[src/rtl/ysyx_22040386_pkg.sv]
// Shared types and defaults for the memory-port arbiter.
// Holds the arbiter state encoding, owner codes and bus-width defaults.
package ysyx_22040386_pkg;

    localparam int AW_DEF         = 64;
    localparam int DW_DEF         = 64;
    localparam int STARVE_LIM_DEF = 4;

    typedef enum logic [1:0] {
        ARB_IDLE  = 2'd0,
        ARB_ISSUE = 2'd1,
        ARB_WAIT  = 2'd2
    } arb_state_e;

    localparam logic [1:0] OWN_NONE = 2'b00;
    localparam logic [1:0] OWN_IFU  = 2'b01;
    localparam logic [1:0] OWN_LSU  = 2'b10;

endpackage

[src/rtl/ysyx_22040386_arb_pick.sv]
// Priority select between IFU and LSU: LSU wins unless IFU has been passed over
// STARVE_LIM times in a row, in which case IFU takes the next grant.
module ysyx_22040386_arb_pick #(
    parameter int STARVE_LIM = 4
) (
    input  logic clk,
    input  logic rst,
    input  logic en,
    input  logic ifu_valid,
    input  logic lsu_valid,
    output logic ifu_grant,
    output logic lsu_grant
);

    localparam int CW = $clog2(STARVE_LIM + 2);

    logic [CW-1:0] starve_cnt;
    logic          ifu_turn;

    assign ifu_turn  = ifu_valid && (!lsu_valid || starve_cnt == CW'(STARVE_LIM));
    assign ifu_grant = en && ifu_turn;
    assign lsu_grant = en && lsu_valid && !ifu_turn;

    // Counts LSU wins that left a waiting IFU behind; any other grant clears it.
    always_ff @(posedge clk) begin
        if (rst) begin
            starve_cnt <= '0;
        end else if (ifu_grant) begin
            starve_cnt <= '0;
        end else if (lsu_grant) begin
            if (!ifu_valid)
                starve_cnt <= '0;
            else if (starve_cnt != CW'(STARVE_LIM))
                starve_cnt <= starve_cnt + CW'(1);
        end
    end

endmodule

[src/rtl/ysyx_22040386_mem_arbiter.sv]
// Shares one memory port between fetch (IFU) and load/store (LSU), one
// transaction in flight at a time: IDLE accepts, ISSUE presents, WAIT returns.
module ysyx_22040386_mem_arbiter
    import ysyx_22040386_pkg::*;
#(
    parameter int AW         = AW_DEF,
    parameter int DW         = DW_DEF,
    parameter int STARVE_LIM = STARVE_LIM_DEF
) (
    input  logic            clk,
    input  logic            rst,
    input  logic            ifu_req_valid,
    output logic            ifu_req_ready,
    input  logic [AW-1:0]   ifu_req_addr,
    output logic            ifu_resp_valid,
    output logic [DW-1:0]   ifu_resp_data,
    input  logic            lsu_req_valid,
    output logic            lsu_req_ready,
    input  logic [AW-1:0]   lsu_req_addr,
    input  logic            lsu_req_wen,
    input  logic [DW-1:0]   lsu_req_wdata,
    input  logic [DW/8-1:0] lsu_req_wmask,
    output logic            lsu_resp_valid,
    output logic [DW-1:0]   lsu_resp_data,
    output logic            mem_req_valid,
    input  logic            mem_req_ready,
    output logic [AW-1:0]   mem_req_addr,
    output logic            mem_req_wen,
    output logic [DW-1:0]   mem_req_wdata,
    output logic [DW/8-1:0] mem_req_wmask,
    input  logic            mem_resp_valid,
    input  logic [DW-1:0]   mem_resp_data,
    output logic [1:0]      arb_owner
);

    arb_state_e state, state_nxt;
    logic [1:0] owner;
    logic       ifu_hs, lsu_hs, in_wait;

    ysyx_22040386_arb_pick #(.STARVE_LIM(STARVE_LIM)) u_pick (
        .clk       (clk),
        .rst       (rst),
        .en        (state == ARB_IDLE && !rst),
        .ifu_valid (ifu_req_valid),
        .lsu_valid (lsu_req_valid),
        .ifu_grant (ifu_req_ready),
        .lsu_grant (lsu_req_ready)
    );

    assign ifu_hs = ifu_req_valid && ifu_req_ready;
    assign lsu_hs = lsu_req_valid && lsu_req_ready;

    always_comb begin
        state_nxt = state;
        case (state)
            ARB_IDLE:  if (ifu_hs || lsu_hs) state_nxt = ARB_ISSUE;
            ARB_ISSUE: if (mem_req_ready)    state_nxt = ARB_WAIT;
            ARB_WAIT:  if (mem_resp_valid)   state_nxt = ARB_IDLE;
            default:   state_nxt = ARB_IDLE;
        endcase
    end

    always_ff @(posedge clk) begin
        if (rst) begin
            state         <= ARB_IDLE;
            owner         <= OWN_NONE;
            mem_req_addr  <= '0;
            mem_req_wen   <= 1'b0;
            mem_req_wdata <= '0;
            mem_req_wmask <= '0;
        end else begin
            state <= state_nxt;
            if (ifu_hs) begin
                owner         <= OWN_IFU;
                mem_req_addr  <= ifu_req_addr;
                mem_req_wen   <= 1'b0;
                mem_req_wdata <= '0;
                mem_req_wmask <= '0;
            end else if (lsu_hs) begin
                owner         <= OWN_LSU;
                mem_req_addr  <= lsu_req_addr;
                mem_req_wen   <= lsu_req_wen;
                mem_req_wdata <= lsu_req_wdata;
                mem_req_wmask <= lsu_req_wmask;
            end else if (state == ARB_WAIT && mem_resp_valid) begin
                owner <= OWN_NONE;
            end
        end
    end

    assign mem_req_valid = (state == ARB_ISSUE);
    assign arb_owner     = owner;

    // Responses outside WAIT, or while reset is asserted, never reach a requester.
    assign in_wait        = (state == ARB_WAIT) && !rst && mem_resp_valid;
    assign ifu_resp_valid = in_wait && owner == OWN_IFU;
    assign lsu_resp_valid = in_wait && owner == OWN_LSU;
    assign ifu_resp_data  = ifu_resp_valid ? mem_resp_data : '0;
    assign lsu_resp_data  = lsu_resp_valid ? mem_resp_data : '0;

    a_ifu_hold: assert property (@(posedge clk) disable iff (rst)
        ifu_req_valid && !ifu_req_ready |=> ifu_req_valid);
    a_lsu_hold: assert property (@(posedge clk) disable iff (rst)
        lsu_req_valid && !lsu_req_ready |=> lsu_req_valid);

endmodule
[config.mk]
export PLATFORM = sky130hd
export DESIGN_NAME = ysyx_22040386_mem_arbiter
export DESIGN_NICKNAME = d
export VERILOG_FILES = /design/src/rtl/ysyx_22040386_pkg.sv /design/src/rtl/ysyx_22040386_arb_pick.sv /design/src/rtl/ysyx_22040386_mem_arbiter.sv
export SDC_FILE = /design/constraint.sdc
export NUM_CORES = 1
export LEC_CHECK = 0
export BUFFER_PORTS_ARGS = -buffer_cell sky130_fd_sc_hd__buf_2
export CAP_MARGIN = 20
export CORE_AREA = 8 8 207 209
export DETAILED_ROUTE_END_ITERATION = 10
export DIE_AREA = 0 0 215 217
export HOLD_SLACK_MARGIN = 0.15
export SETUP_SLACK_MARGIN = 0.5
export SLEW_MARGIN = 20
export SYNTH_ARGS = -nofsm -noshare
export SYNTH_HDL_FRONTEND = slang
export SYNTH_SLANG_ARGS = --single-unit
[constraint.sdc]
create_clock -name clk -period 1.65 [get_ports clk]
set_input_delay 0.33 -clock clk [delete_from_list [all_inputs] [get_ports clk]]
set_output_delay 0.33 -clock clk [all_outputs]
set_load 0.01 [all_outputs]
### Word level (Yosys, flattened, before mapping)

Cells that the tools add are included.

| operators by class | value |
|---|---|
| add/sub/neg operators | 1 |
| equal/unequal tests | 10 |
| multiplexer cells | 13 |
| reductions and logical operators | 25 |

Operator list:

| operator | count |
|---|---|
| $mux W64 | 4 |
| $logic_and A1 B1 Y1 | 12 |
| $mux W2 | 5 |
| $mux W3 | 2 |
| $ne A2 B1 Y1 const B | 3 |
| $pmux W2 S3 | 1 |
| $eq A2 B1 Y1 const B | 2 |
| $eq A2 B2 Y1 const B | 2 |
| $reduce_bool A2 Y1 | 2 |
| $reduce_or A2 Y1 | 2 |
| $add A3 B1 Y3 const B | 1 |
| $eq A3 B3 Y1 const B | 1 |
| $logic_not A1 Y1 | 3 |
| $ne A3 B3 Y1 const B | 1 |
| $reduce_and A3 Y1 | 1 |
| $reduce_bool A3 Y1 | 1 |
| $logic_not A2 Y1 | 1 |
| $logic_or A1 B1 Y1 | 2 |
| $ne A2 B2 Y1 const B | 1 |
| $reduce_and A2 Y1 | 1 |
| $mux W1 | 1 |

| word-level totals | value |
|---|---|
| register bits after elaboration | 144 |
| word-level logic and storage cells | 57 |

### Longest topological paths before layout

Gate-level depths: netlist of the first run.

| logic depth | value |
|---|---|
| depth after elaboration | 9 |
| gate-level depth with buffers | 7 |

### Modules after synthesis

A second synthesis of the first run with hierarchy kept.

| unflattened totals | value |
|---|---|
| cell total of the unflattened synthesis | 866 |
| area, all modules | 6578.8 sq um |

By module, submodules not included:

| module | times used | cells an instance | area each (sq um) | sequential area each (sq um) |
|---|---|---|---|---|
| ysyx_22040386_mem_arbiter | 1 | 838 | 6366.1 | 2822.7 |
| ysyx_22040386_arb_pick | 1 | 28 | 212.7 | 60.1 |

### Worst setup path before layout of the first run

OpenSTA, ideal clock, no wires.

| path | value |
|---|---|
| path type | register to output |
| start point | register state[0] |
| end point | output ifu_resp_data[10] |
| arrival time | 1.464 ns |
| data required time | 1.320 ns |
| path slack | -0.144 ns |
| stages on the path, launching flop included | 6 |
| buffers on the path | 2 |
| cell sequence | dfxtp_1 > nand3b_1 > nor4b_1 > clkbuf_2 > clkbuf_1 > and2_1 |

| on the way | value |
|---|---|
| word-level cells in the longest chain between the ends | 5 |

RTL lines:

| item | line | source |
|---|---|---|
| start: declaration | ysyx_22040386_mem_arbiter.sv:36 | `arb_state_e state, state_nxt;` |
| start signal: assignment | ysyx_22040386_mem_arbiter.sv:72 | `state <= state_nxt;` |
| $eq A2 B2 Y1 | ysyx_22040386_mem_arbiter.sv:95 | `assign in_wait = (state == ARB_WAIT) && !rst && mem_resp_valid;` |
| $logic_and A1 B1 Y1 (2 in series) | ysyx_22040386_mem_arbiter.sv:95 |  |
| $logic_and A1 B1 Y1 | ysyx_22040386_mem_arbiter.sv:96 | `assign ifu_resp_valid = in_wait && owner == OWN_IFU;` |
| $mux W64 | ysyx_22040386_mem_arbiter.sv:98 | `assign ifu_resp_data = ifu_resp_valid ? mem_resp_data : '0;` |
| end: declaration | ysyx_22040386_mem_arbiter.sv:16 | `output logic [DW-1:0] ifu_resp_data,` |

Every way passes these cells.

### Worst setup path after layout of the first run

| path | value |
|---|---|
| start point | register state[0] |
| end point | output ifu_resp_data[46] |

The elaborated chain is that of the path after synthesis.

==> flow_summary.toml, run 1 <==
[hold_path]
min_from = "lsu_req_wdata[0]"
min-delay-path-class = "input pin to flip-flop"
hold_path_sink = "mem_req_wdata[0]"
worstHoldPathCells = 3

[die]
coreArea_um2 = 39500
effective_utilization_at_floorplan_pct = 17.9
chipHeight_um = 217
row_count = 73
die_x_um = 215
io_pins = 543
design.die.area_um2 = 46700

[sta]
final_min_period_over_clock_period_pct = 148
grt_setup_unrepaired = "yes"
maxClockFrequency_mhz = 409
worst_pin_slew_ns = 0.650
tns_ns = -131.59
setup_slack_ns = -0.794
final_setup_viols = 275
final_setup_skew_ns = 0.00943
slew_headroom_pct = 56.7
layout_min_cycle_time_ns = 2.44
timing_hold_violations_final = 0
fin_max_slew_vios = 0

[worst_setup_path]
setup.worst_path.end_class = "output port"
r2r-start = "state[0]"
required_ns = 1.32
crit_path_arrival_time_ns = 2.11
slowest_delay_ns = 0.32
crit_slowest_cell = "sky130_fd_sc_hd__dfxtp_2"
cp_max_fo = 9
r2r-end = "mem_req_addr[11]"
critical_path.n_buffers_inverters = 5
path_cells = "nand3b_1 > buf_12 > nor4b_4 > buf_6 > buf_6 > buf_8 > and2_1 > buf_2"
reg2reg_depth = 8
cp-start-kind = "flip-flop"
timing.setup.critical_path_class = "flip-flop to output port"
cpLargestDelayFamily = "buffers and inverters"
worst-r2r-setup-slack_ns = -0.36
worstSetupStartpoint = "state[0]"
timing.critical_path.mode_cell = "sky130_fd_sc_hd__buf_6"

[route]
dr_total_vias = 10200
detailedRoute.firstIterationViolations = 756
detail_route.vias_per_cell = 4.84
routedWlPerCell_um = 24.9
antenna_left = 0
drcViolationCount = 0
wl_mm = 52.3
drt_pre_antenna_iters = 5

[clock_network]
clock_tree.htree_level_count = 4
cts_buffer_count = 17
max-clock-path-buffers = 2
clk_root_buffer_cell = "sky130_fd_sc_hd__clkbuf_16"
insertion_delay_ns = 0.44
worst_setup_hold_path_clk_slew_ns = 0.06
tritoncts = "done"
clock_sinks = 144

[power]
share_comb_of_total_power_pct = 23.5
cellLeakagePower_nw = 6.60
design_power_total_mw = 10.8
worst_ir_drop_vdd_v = 0.000787
netSwitchingPower_mw = 3.14
power.density_nw_per_um2 = 724
power_frac_seq_pct = 35.6
switching_share_pct = 29.1
clock_power_share_pct = 40.9
internal-power_mw = 7.65

[synthesis]
synth_cell_area_um2 = 7080
synth_sequential_area_ratio_pct = 40.7
netlist_instances = 893
synth_cell_types = 33
syn_nets = 1166
ys.warnings.count = 0
synth-seq-cells = 144
yosys-top-cells-area = "sky130_fd_sc_hd__dfxtp_1 (41%), sky130_fd_sc_hd__and2_1 (11%), sky130_fd_sc_hd__a21oi_1 (10%)"
postSynthAreaPerCell_um2 = 7.92
synth_top_cell_by_area = "sky130_fd_sc_hd__dfxtp_1"
synth_top_cell_area_share_pct = 40.7

[global_route]
grt_antenna_before_repair = 25
grt_start_max_net_pins = 66
grt_overflow = 0
aggregate_global_route_resource_usage_pct = 19.1
grt_pass1_vias = 10200
grt_pass1_wl_mm = 67.6

[final_layout]
design_area_um2 = 14900
areaGrowthSynthToFinish_pct = 111
mostFrequentLayoutCell = "sky130_fd_sc_hd__buf_2"
layout_common_cells = "sky130_fd_sc_hd__buf_2 (455), sky130_fd_sc_hd__dfxtp_1 (139), sky130_fd_sc_hd__a21oi_1 (123)"
final_nets = 1824
final_layout_size_suffix_gt1_share_pct = 60.8

[placement]
minimum_setup_slack_after_placement_ns = -0.379
gp_congestion = 0.932
port_buffers = 542
final_hpwl_dp_mm = 34.2
postPlaceCellArea_um2 = 11100

[status]
failed_checks = "setup timing"
status = "finished with violations"

[run]
drv.max_cap_violation_count = 0
-- per-stage QoR --
| step | std cells | utilization, % | hold slack (ns) |
|---|---|---|---|
| detailed placement | 1931 | 28.0 | 0.467 |
| global placement | 1931 | 28.0 | 0.458 |
| CTS | 2063 | 33.5 | 0.153 |
| global route | 2097 | 37.8 | 0.166 |
| finish | 2103 | 37.8 | 0.185 |
| floorplan | 893 | - | 0.471 |
-- kinds of logic after synthesis --
logic type | after synthesis | synth area share (%)
AND/OR/NAND/NOR | 416 | 35.6
adder cells (fa/ha/maj) | 2 | 0.354
buffers and inverters | 109 | 7.43
flip-flops | 144 | 40.7
AO/OA/AOI/OAI | 222 | 15.8
-- synthesized netlist by cell type --
| master | instances |
|---|---|
| sky130_fd_sc_hd__o21ai_0 | 40 |
| sky130_fd_sc_hd__nor2_1 | 2 |
| sky130_fd_sc_hd__nand3_1 | 74 |
| sky130_fd_sc_hd__o21ai_1 | 36 |
| sky130_fd_sc_hd__nor3_2 | 33 |
| sky130_fd_sc_hd__or4b_1 | 1 |
| sky130_fd_sc_hd__nor2b_1 | 1 |
| sky130_fd_sc_hd__nand3b_1 | 2 |
| sky130_fd_sc_hd__buf_1 | 9 |
| sky130_fd_sc_hd__dfxtp_1 | 144 |
| sky130_fd_sc_hd__buf_4 | 2 |
| sky130_fd_sc_hd__and2_1 | 128 |
| sky130_fd_sc_hd__ha_1 | 2 |
| sky130_fd_sc_hd__nor4_1 | 64 |
| sky130_fd_sc_hd__a41o_1 | 1 |
| sky130_fd_sc_hd__a22oi_1 | 1 |
| sky130_fd_sc_hd__or2_2 | 1 |
| sky130_fd_sc_hd__nand4_1 | 2 |
| sky130_fd_sc_hd__buf_2 | 25 |
| sky130_fd_sc_hd__nor4b_2 | 1 |
| sky130_fd_sc_hd__inv_1 | 4 |
| sky130_fd_sc_hd__clkbuf_1 | 57 |
| sky130_fd_sc_hd__nor3_1 | 97 |
| sky130_fd_sc_hd__or3b_1 | 1 |
| sky130_fd_sc_hd__and3b_1 | 1 |
| sky130_fd_sc_hd__a21boi_0 | 1 |
| sky130_fd_sc_hd__a21oi_1 | 143 |
| sky130_fd_sc_hd__clkbuf_2 | 2 |
| sky130_fd_sc_hd__and3_1 | 1 |
| sky130_fd_sc_hd__nor4b_1 | 2 |
| sky130_fd_sc_hd__nand2b_1 | 1 |
| sky130_fd_sc_hd__buf_6 | 10 |
| sky130_fd_sc_hd__nand2_1 | 4 |
-- power by group through the flow --
stage                     logic [mW]  registers (mW)  clock network (mW)
after global placement          1.88            3.89                   0
after CTS                       2.30            3.82                4.55
after global routing            2.70            3.86                4.69
final                           2.54            3.84                4.42
after floorplan                0.727            3.99                   0
after detailed placement        1.90            3.90                   0
-- worst max-delay path by stage --
stage | cells past startpoint | end | slack [ns]
CTS | 7 | lsu_resp_data[63] | -0.79
detailed placement | 7 | lsu_resp_data[51] | -0.38
global route | 7 | lsu_resp_data[26] | -0.91
global placement | 7 | lsu_resp_data[51] | -0.35
floorplan | 5 | ifu_resp_data[14] | -0.02
finish | 8 | ifu_resp_data[46] | -0.79
-- worst min-delay path, cell delays in order --
cell and delay [ns]:
sky130_fd_sc_hd__buf_2 0.10, sky130_fd_sc_hd__nand3_1 0.08, sky130_fd_sc_hd__a21oi_1 0.07
-- flip-flops by register name (all words and copies together) (netlist names) --
| register | flops |
|---|---|
| mem_req_addr | 64 |
| mem_req_wdata | 64 |
| mem_req_wmask | 8 |
| u_pick.starve_cnt | 3 |
| arb_owner | 2 |
| state | 2 |
| mem_req_wen | 1 |
-- layout make-up --
type                            instances  area [um2]
Antenna cell                           14        35.0
Clock buffer                           20         447
Timing Repair Buffer                  744        5920
Sequential cell                       144        2890
Fill cell                            3868       24500
Inverter                                4        15.0
Clock inverter                         12         208
Multi-Input combinational cell        640        4740
Tap cell                              525         657
-- layer usage --
| metal | vias to the layer above | GRT usage, % | share of wire [%] |
|---|---|---|---|
| met2 | 600 | 34.9 | 52 |
| met1 | 4877 | 19.4 | 35 |
| met5 | - | 0 | 0.071 |
| met4 | 6 | 9.28 | 5.7 |
| li1 | 4550 | - | - |
| met3 | 142 | 6.53 | 7.6 |
-- timing repair --
| action | in CTS | in global routing |
|---|---|---|
| buffers inserted | 22 | 7 |
| hold endpoints to repair | 66 | 0 |
| gates cloned | 13 | 19 |
| endpoints found under the setup margin | 415 | 416 |
| pin swaps | 20 | 115 |
| resized for setup | 92 | 275 |
| hold buffers | 65 | 0 |
Note: power is estimated with default switching activity, not from simulation.
==> inputs of run 2 (changes only) <==
--- a/config.mk
+++ b/config.mk
@@ -7,7 +7,7 @@
 export LEC_CHECK = 0
 export BUFFER_PORTS_ARGS = -buffer_cell sky130_fd_sc_hd__buf_2
 export CAP_MARGIN = 20
-export CORE_AREA = 8 8 207 209
+export CORE_AREA = 2 2 213 215
 export DETAILED_ROUTE_END_ITERATION = 10
 export DIE_AREA = 0 0 215 217
 export HOLD_SLACK_MARGIN = 0.15
==> run 2 against run 1 <==
The run still ends with setup timing left. Final cell count is 3.7% higher. Wire length is 8.2% lower. First-iteration DRC count is 23% lower. Count of clock-buffer cells in the layout is 1 lower. Maximum frequency is 1.2% higher. Register-to-register slack better by 0.12 ns. Sequential share of layout area is 0.72 points higher. Die area stayed put. Non-clock buffer count is 4 higher. Setup slack better by 0.029 ns.
==> flow_summary.toml, run 2 (synthesized netlist as in run 1, its figures left out) <==
[route]
drcViolationCount = 0
routedWlPerCell_um = 22.0
wl_mm = 48.0
detailedRoute.firstIterationViolations = 582
drt_pre_antenna_iters = 5
dr_total_vias = 10000
detail_route.vias_per_cell = 4.59
antenna_left = 0

[sta]
maxClockFrequency_mhz = 414
setup_slack_ns = -0.765
final_min_period_over_clock_period_pct = 146
slew_headroom_pct = 74.9
worst_pin_slew_ns = 0.377
fin_max_slew_vios = 0
tns_ns = -116.01
final_setup_skew_ns = 0.0124
grt_setup_unrepaired = "yes"
whs_ns = 0.199
timing_hold_violations_final = 0
layout_min_cycle_time_ns = 2.41
final_setup_viols = 273

[die]
coreArea_um2 = 44700
chipHeight_um = 217
row_count = 78
effective_utilization_at_floorplan_pct = 15.8
die_x_um = 215
io_pins = 543
design.die.area_um2 = 46700

[power]
worst_ir_drop_vdd_v = 0.000808
cellLeakagePower_nw = 6.41
design_power_total_mw = 10.6
power.density_nw_per_um2 = 730

[placement]
final_hpwl_dp_mm = 31.3
postPlaceCellArea_um2 = 11000
gp_congestion = 0.929
port_buffers = 542

[worst_setup_path]
crit_path_arrival_time_ns = 2.08
cp-start-kind = "flip-flop"
setup.worst_path.end_class = "output port"
reg2reg_depth = 6
r2r-end = "mem_req_wmask[5]"
required_ns = 1.32
worst-r2r-setup-slack_ns = -0.24
worstSetupEndpoint = "ifu_resp_data[29]"
r2r-start = "state[0]"
timing.setup.critical_path_class = "flip-flop to output port"
cp_max_fo = 16
worstSetupStartpoint = "state[0]"

[final_layout]
areaGrowthSynthToFinish_pct = 105
final_layout_size_suffix_gt1_share_pct = 56.0
layout_common_cells = "sky130_fd_sc_hd__buf_2 (476), sky130_fd_sc_hd__a21oi_1 (141), sky130_fd_sc_hd__dfxtp_1 (127)"
mostFrequentLayoutCell = "sky130_fd_sc_hd__buf_2"
final_nets = 1829
design_area_um2 = 14500
largestRegisters = "mem_req_addr x64, mem_req_wdata x64, mem_req_wmask x8"

[global_route]
grt_antenna_before_repair = 26
grt.met3_usage_pct = 5.74
use_met1_pct = 17.5
aggregate_global_route_resource_usage_pct = 18.1
grt_pass1_wl_mm = 62.0
grt_start_max_net_pins = 66
grt_overflow = 0
busiest_layer = "met2"
grt_pass1_vias = 9756
globalRouteMet2Util_pct = 33.2

[hold_path]
min-delay-path-class = "input pin to flip-flop"

[clock_network]
max-clock-path-buffers = 2
tritoncts = "done"
cts_buffer_count = 17
clock_sinks = 144
clk_root_buffer_cell = "sky130_fd_sc_hd__clkbuf_16"
insertion_delay_ns = 0.47
clock_tree.htree_level_count = 4
worst_setup_hold_path_clk_slew_ns = 0.07

[run]
drv.max_cap_violation_count = 0

[status]
failed_checks = "setup timing"
status = "finished with violations"
run 2: changes by cell type in the layout (fill, tap and decap cells not counted), sizes merged:
cell / delta
bufinv: -1
diode: -2
clkinv: +1
buf: -28
clkinvlp: +1
clkbuf: -5
dlygate4sd3: +36
or4b: +1
run 2: how the worst min path moves through the flow:
stage	startpoint	endpoint	slack, ns	depth (start not counted)
global placement	mem_req_wmask[4]	mem_req_wmask[4]	0.46	2
global route	lsu_req_addr[49]	mem_req_addr[49]	0.18	3
finish	lsu_req_addr[49]	mem_req_addr[49]	0.20	3
CTS	lsu_req_addr[49]	mem_req_addr[49]	0.15	3
floorplan	u_pick.starve_cnt[0]	u_pick.starve_cnt[0]	0.47	2
detailed placement	mem_req_wdata[56]	mem_req_wdata[56]	0.47	2
run 2: area by class of cell:
| type | instances | area (um2) |
|---|---|---|
| Antenna cell | 12 | 30.0 |
| Clock buffer | 19 | 443 |
| Clock inverter | 13 | 186 |
| Fill cell | 4547 | 30200 |
| Inverter | 4 | 15.0 |
| Multi-Input combinational cell | 641 | 4480 |
| Sequential cell | 144 | 2910 |
| Tap cell | 600 | 751 |
| Timing Repair Buffer | 748 | 5670 |
run 2: power by group:
group | internal [mW] | total, mW | switching, mW
combinational | 1.21 | 2.49 | 1.29
sequential | 3.71 | 3.85 | 0.140
clock | 2.57 | 4.24 | 1.67
total | 7.48 | 10.6 | 3.09
run 2: through the flow:
step | std cells | utilization (%) | setup WS [ns]
finish | 2181 | 32.4 | -0.765
global route | 2180 | 32.4 | -0.853
CTS | 2143 | 29.4 | -0.792
detailed placement | 1989 | 24.6 | -0.336
global placement | 1989 | 24.6 | -0.332
floorplan | 893 | - | -0.0216
run 2: repair_timing:
item                                    in CTS  in global routing
pin swaps                                    8                 38
buffers inserted                            13                 11
cloned                                       8                 15
endpoints found under the setup margin     415                416
hold buffers                               101                  0
resized for setup                           41                257
endpoints found under the hold margin      102                  0
run 2: layer usage:
layer,vias to the layer above,wire length [um]
met5,-,76
met4,10,2990
met3,134,3670
met2,566,24800
met1,4738,16400
li1,4553,-
run 2: critical path, stage by stage, from the launching register on:
cell	delay [ns]
sky130_fd_sc_hd__dfxtp_2	0.33
sky130_fd_sc_hd__nand3b_1	0.20
sky130_fd_sc_hd__buf_6	0.16
sky130_fd_sc_hd__nor4b_4	0.21
sky130_fd_sc_hd__buf_6	0.19
sky130_fd_sc_hd__buf_12	0.11
sky130_fd_sc_hd__buf_16	0.13
sky130_fd_sc_hd__and2_1	0.14
sky130_fd_sc_hd__buf_2	0.13
==> inputs of run 3 (changes only) <==
--- a/config.mk
+++ b/config.mk
@@ -5,7 +5,7 @@
 export SDC_FILE = /design/constraint.sdc
 export NUM_CORES = 1
 export LEC_CHECK = 0
-export BUFFER_PORTS_ARGS = -buffer_cell sky130_fd_sc_hd__buf_2
+export BUFFER_PORTS_ARGS = -buffer_cell sky130_fd_sc_hd__buf_4
 export CAP_MARGIN = 20
 export CORE_AREA = 2 2 213 215
 export DETAILED_ROUTE_END_ITERATION = 10
==> run 3 against run 2 <==
The flow still finishes with violations (setup timing). Final cell count down 0.23%. Cell area up 7.5%. Die area unchanged.
==> flow_summary.toml, run 3 (synthesized netlist as in run 1, its figures left out) <==
[worst_setup_path]
critical_path.n_buffers_inverters = 4
timing.critical_path.mode_cell = "sky130_fd_sc_hd__buf_4"
crit_slowest_cell = "sky130_fd_sc_hd__dfxtp_2"
path_cells = "nand3b_1 > buf_6 > nor4b_4 > buf_4 > clkbuf_16 > and2_1 > buf_4"
setup.worst_path.end_class = "output port"
cp_max_fo = 17
r2r-end = "mem_req_wdata[18]"
required_ns = 1.32
crit_path_arrival_time_ns = 1.99
slowest_delay_ns = 0.31
timing.setup.critical_path_class = "flip-flop to output port"
reg2reg_depth = 6
r2r-start = "state[0]"
worst-r2r-setup-slack_ns = -0.21
cpLargestDelayFamily = "buffers and inverters"
cp-start-kind = "flip-flop"

[sta]
fin_max_slew_vios = 0
maxClockFrequency_mhz = 430
slew_headroom_pct = 67.2
final_setup_viols = 273
grt_setup_unrepaired = "yes"
worst_pin_slew_ns = 0.492
layout_min_cycle_time_ns = 2.32
final_setup_skew_ns = 0.00949
whs_ns = 0.178
final_min_period_over_clock_period_pct = 141
setup_slack_ns = -0.675
timing_hold_violations_final = 0
tns_ns = -97.27

[route]
routedWlPerCell_um = 23.4
detail_route.vias_per_cell = 4.59
drt_pre_antenna_iters = 5
detailedRoute.firstIterationViolations = 672
dr_total_vias = 9981
wl_mm = 50.9
antenna_left = 0
drcViolationCount = 0

[die]
design.die.area_um2 = 46700
die_x_um = 215
coreArea_um2 = 44700
row_count = 78
io_pins = 543
chipHeight_um = 217
effective_utilization_at_floorplan_pct = 15.8

[global_route]
grt_pass1_wl_mm = 60.4
grt_start_max_net_pins = 94
aggregate_global_route_resource_usage_pct = 17.5
grt_antenna_before_repair = 17
grt_overflow = 0
grt_pass1_vias = 9216

[power]
clock_power_share_pct = 37.6
design_power_total_mw = 10.9
internal-power_mw = 7.68
power.density_nw_per_um2 = 697
switching_share_pct = 29.3
share_comb_of_total_power_pct = 27.0
netSwitchingPower_mw = 3.18
worst_ir_drop_vdd_v = 0.00101
power_frac_seq_pct = 35.4
cellLeakagePower_nw = 6.63

[final_layout]
final_layout_size_suffix_gt1_share_pct = 53.7
largestRegisters = "mem_req_addr x64, mem_req_wdata x64, mem_req_wmask x8"
final_instance_count_excl_fillers = 2176
design_area_um2 = 15600
layout_common_cells = "sky130_fd_sc_hd__buf_4 (559), sky130_fd_sc_hd__dfxtp_1 (140), sky130_fd_sc_hd__a21oi_1 (133)"
areaGrowthSynthToFinish_pct = 120
finish.utilization_pct = 34.8
mostFrequentLayoutCell = "sky130_fd_sc_hd__buf_4"
final_nets = 1828

[status]
status = "finished with violations"
failed_checks = "setup timing"

[placement]
gp_congestion = 0.923
postPlaceCellArea_um2 = 12200
minimum_setup_slack_after_placement_ns = -0.320
final_hpwl_dp_mm = 31.4
dpl.cell_count = 1973
port_buffers = 542

[clock_network]
insertion_delay_ns = 0.48
clock_sinks = 144
clk_root_buffer_cell = "sky130_fd_sc_hd__clkbuf_16"
cts_buffer_count = 17
tritoncts = "done"
worst_setup_hold_path_clk_slew_ns = 0.06
max-clock-path-buffers = 2
clock_tree.htree_level_count = 4

[hold_path]
min-delay-path-class = "input pin to flip-flop"
hold_path_sink = "mem_req_addr[1]"
min_from = "lsu_req_addr[1]"
worstHoldPathCells = 3

[run]
drv.max_cap_violation_count = 0
==> run 3: cell types whose count changed in the layout (fill, tap and decap cells not counted), moves of 10 or more <==
cell,before,now
sky130_fd_sc_hd__and2_1,81,109
sky130_fd_sc_hd__and2_4,47,19
sky130_fd_sc_hd__buf_2,476,0
sky130_fd_sc_hd__buf_4,45,559
sky130_fd_sc_hd__buf_6,79,30
sky130_fd_sc_hd__clkbuf_16,26,38
sky130_fd_sc_hd__dfxtp_1,127,140
sky130_fd_sc_hd__dfxtp_2,14,4
sky130_fd_sc_hd__o21ai_2,46,34
==> run 3: what timing repair did <==
item,4_1_cts,5_1_grt
hold buffers,100,0
resized for setup,22,175
pin swaps,3,29
setup endpoints to repair,415,415
hold endpoints to repair,101,0
cloned,0,36
setup buffers,0,27
==> run 3: area by class of cell <==
type	count	area, um2
Clock inverter	10	136
Antenna cell	9	22.5
Fill cell	4514	29100
Clock buffer	21	460
Sequential cell	144	2890
Timing Repair Buffer	746	6790
Inverter	4	15.0
Tap cell	600	751
Multi-Input combinational cell	642	4510
==> run 3: per-layer routing <==
layer	wire [um]	up-vias	GRT usage, %
met5	56	-	0
met4	2640	8	8.30
met3	3780	118	6.22
met2	26500	579	32.2
met1	17900	4733	17.5
li1	-	4543	-
==> run 3: power by group through the flow <==
stage | combinational (mW) | sequential [mW] | clock [mW]
3_3_place_gp | 2.11 | 3.89 | 0
4_1_cts | 2.33 | 3.83 | 4.21
2_1_floorplan | 0.727 | 3.99 | 0
6_report | 2.93 | 3.85 | 4.08
3_5_place_dp | 2.12 | 3.90 | 0
5_1_grt | 3.09 | 3.87 | 4.33
==> run 3: worst max-delay path by stage <==
stage                     startpoint           endpoint  slack, ns  depth (start not counted)
after detailed placement         rst  mem_req_wdata[16]      -0.32                          7
after global routing        state[0]  lsu_resp_data[32]      -0.79                          7
after floorplan             state[0]  ifu_resp_data[14]      -0.02                          5
final                       state[0]  lsu_resp_data[44]      -0.67                          7
after CTS                   state[0]  lsu_resp_data[44]      -0.71                          6
after global placement           rst  mem_req_wdata[16]      -0.31                          7
==> run 3: tightest hold or removal path: cells and delay by family <==
kind | cells | cell delay [ns]
and+or+nand+nor | 2 | 0.18
buffers and inverters | 1 | 0.08
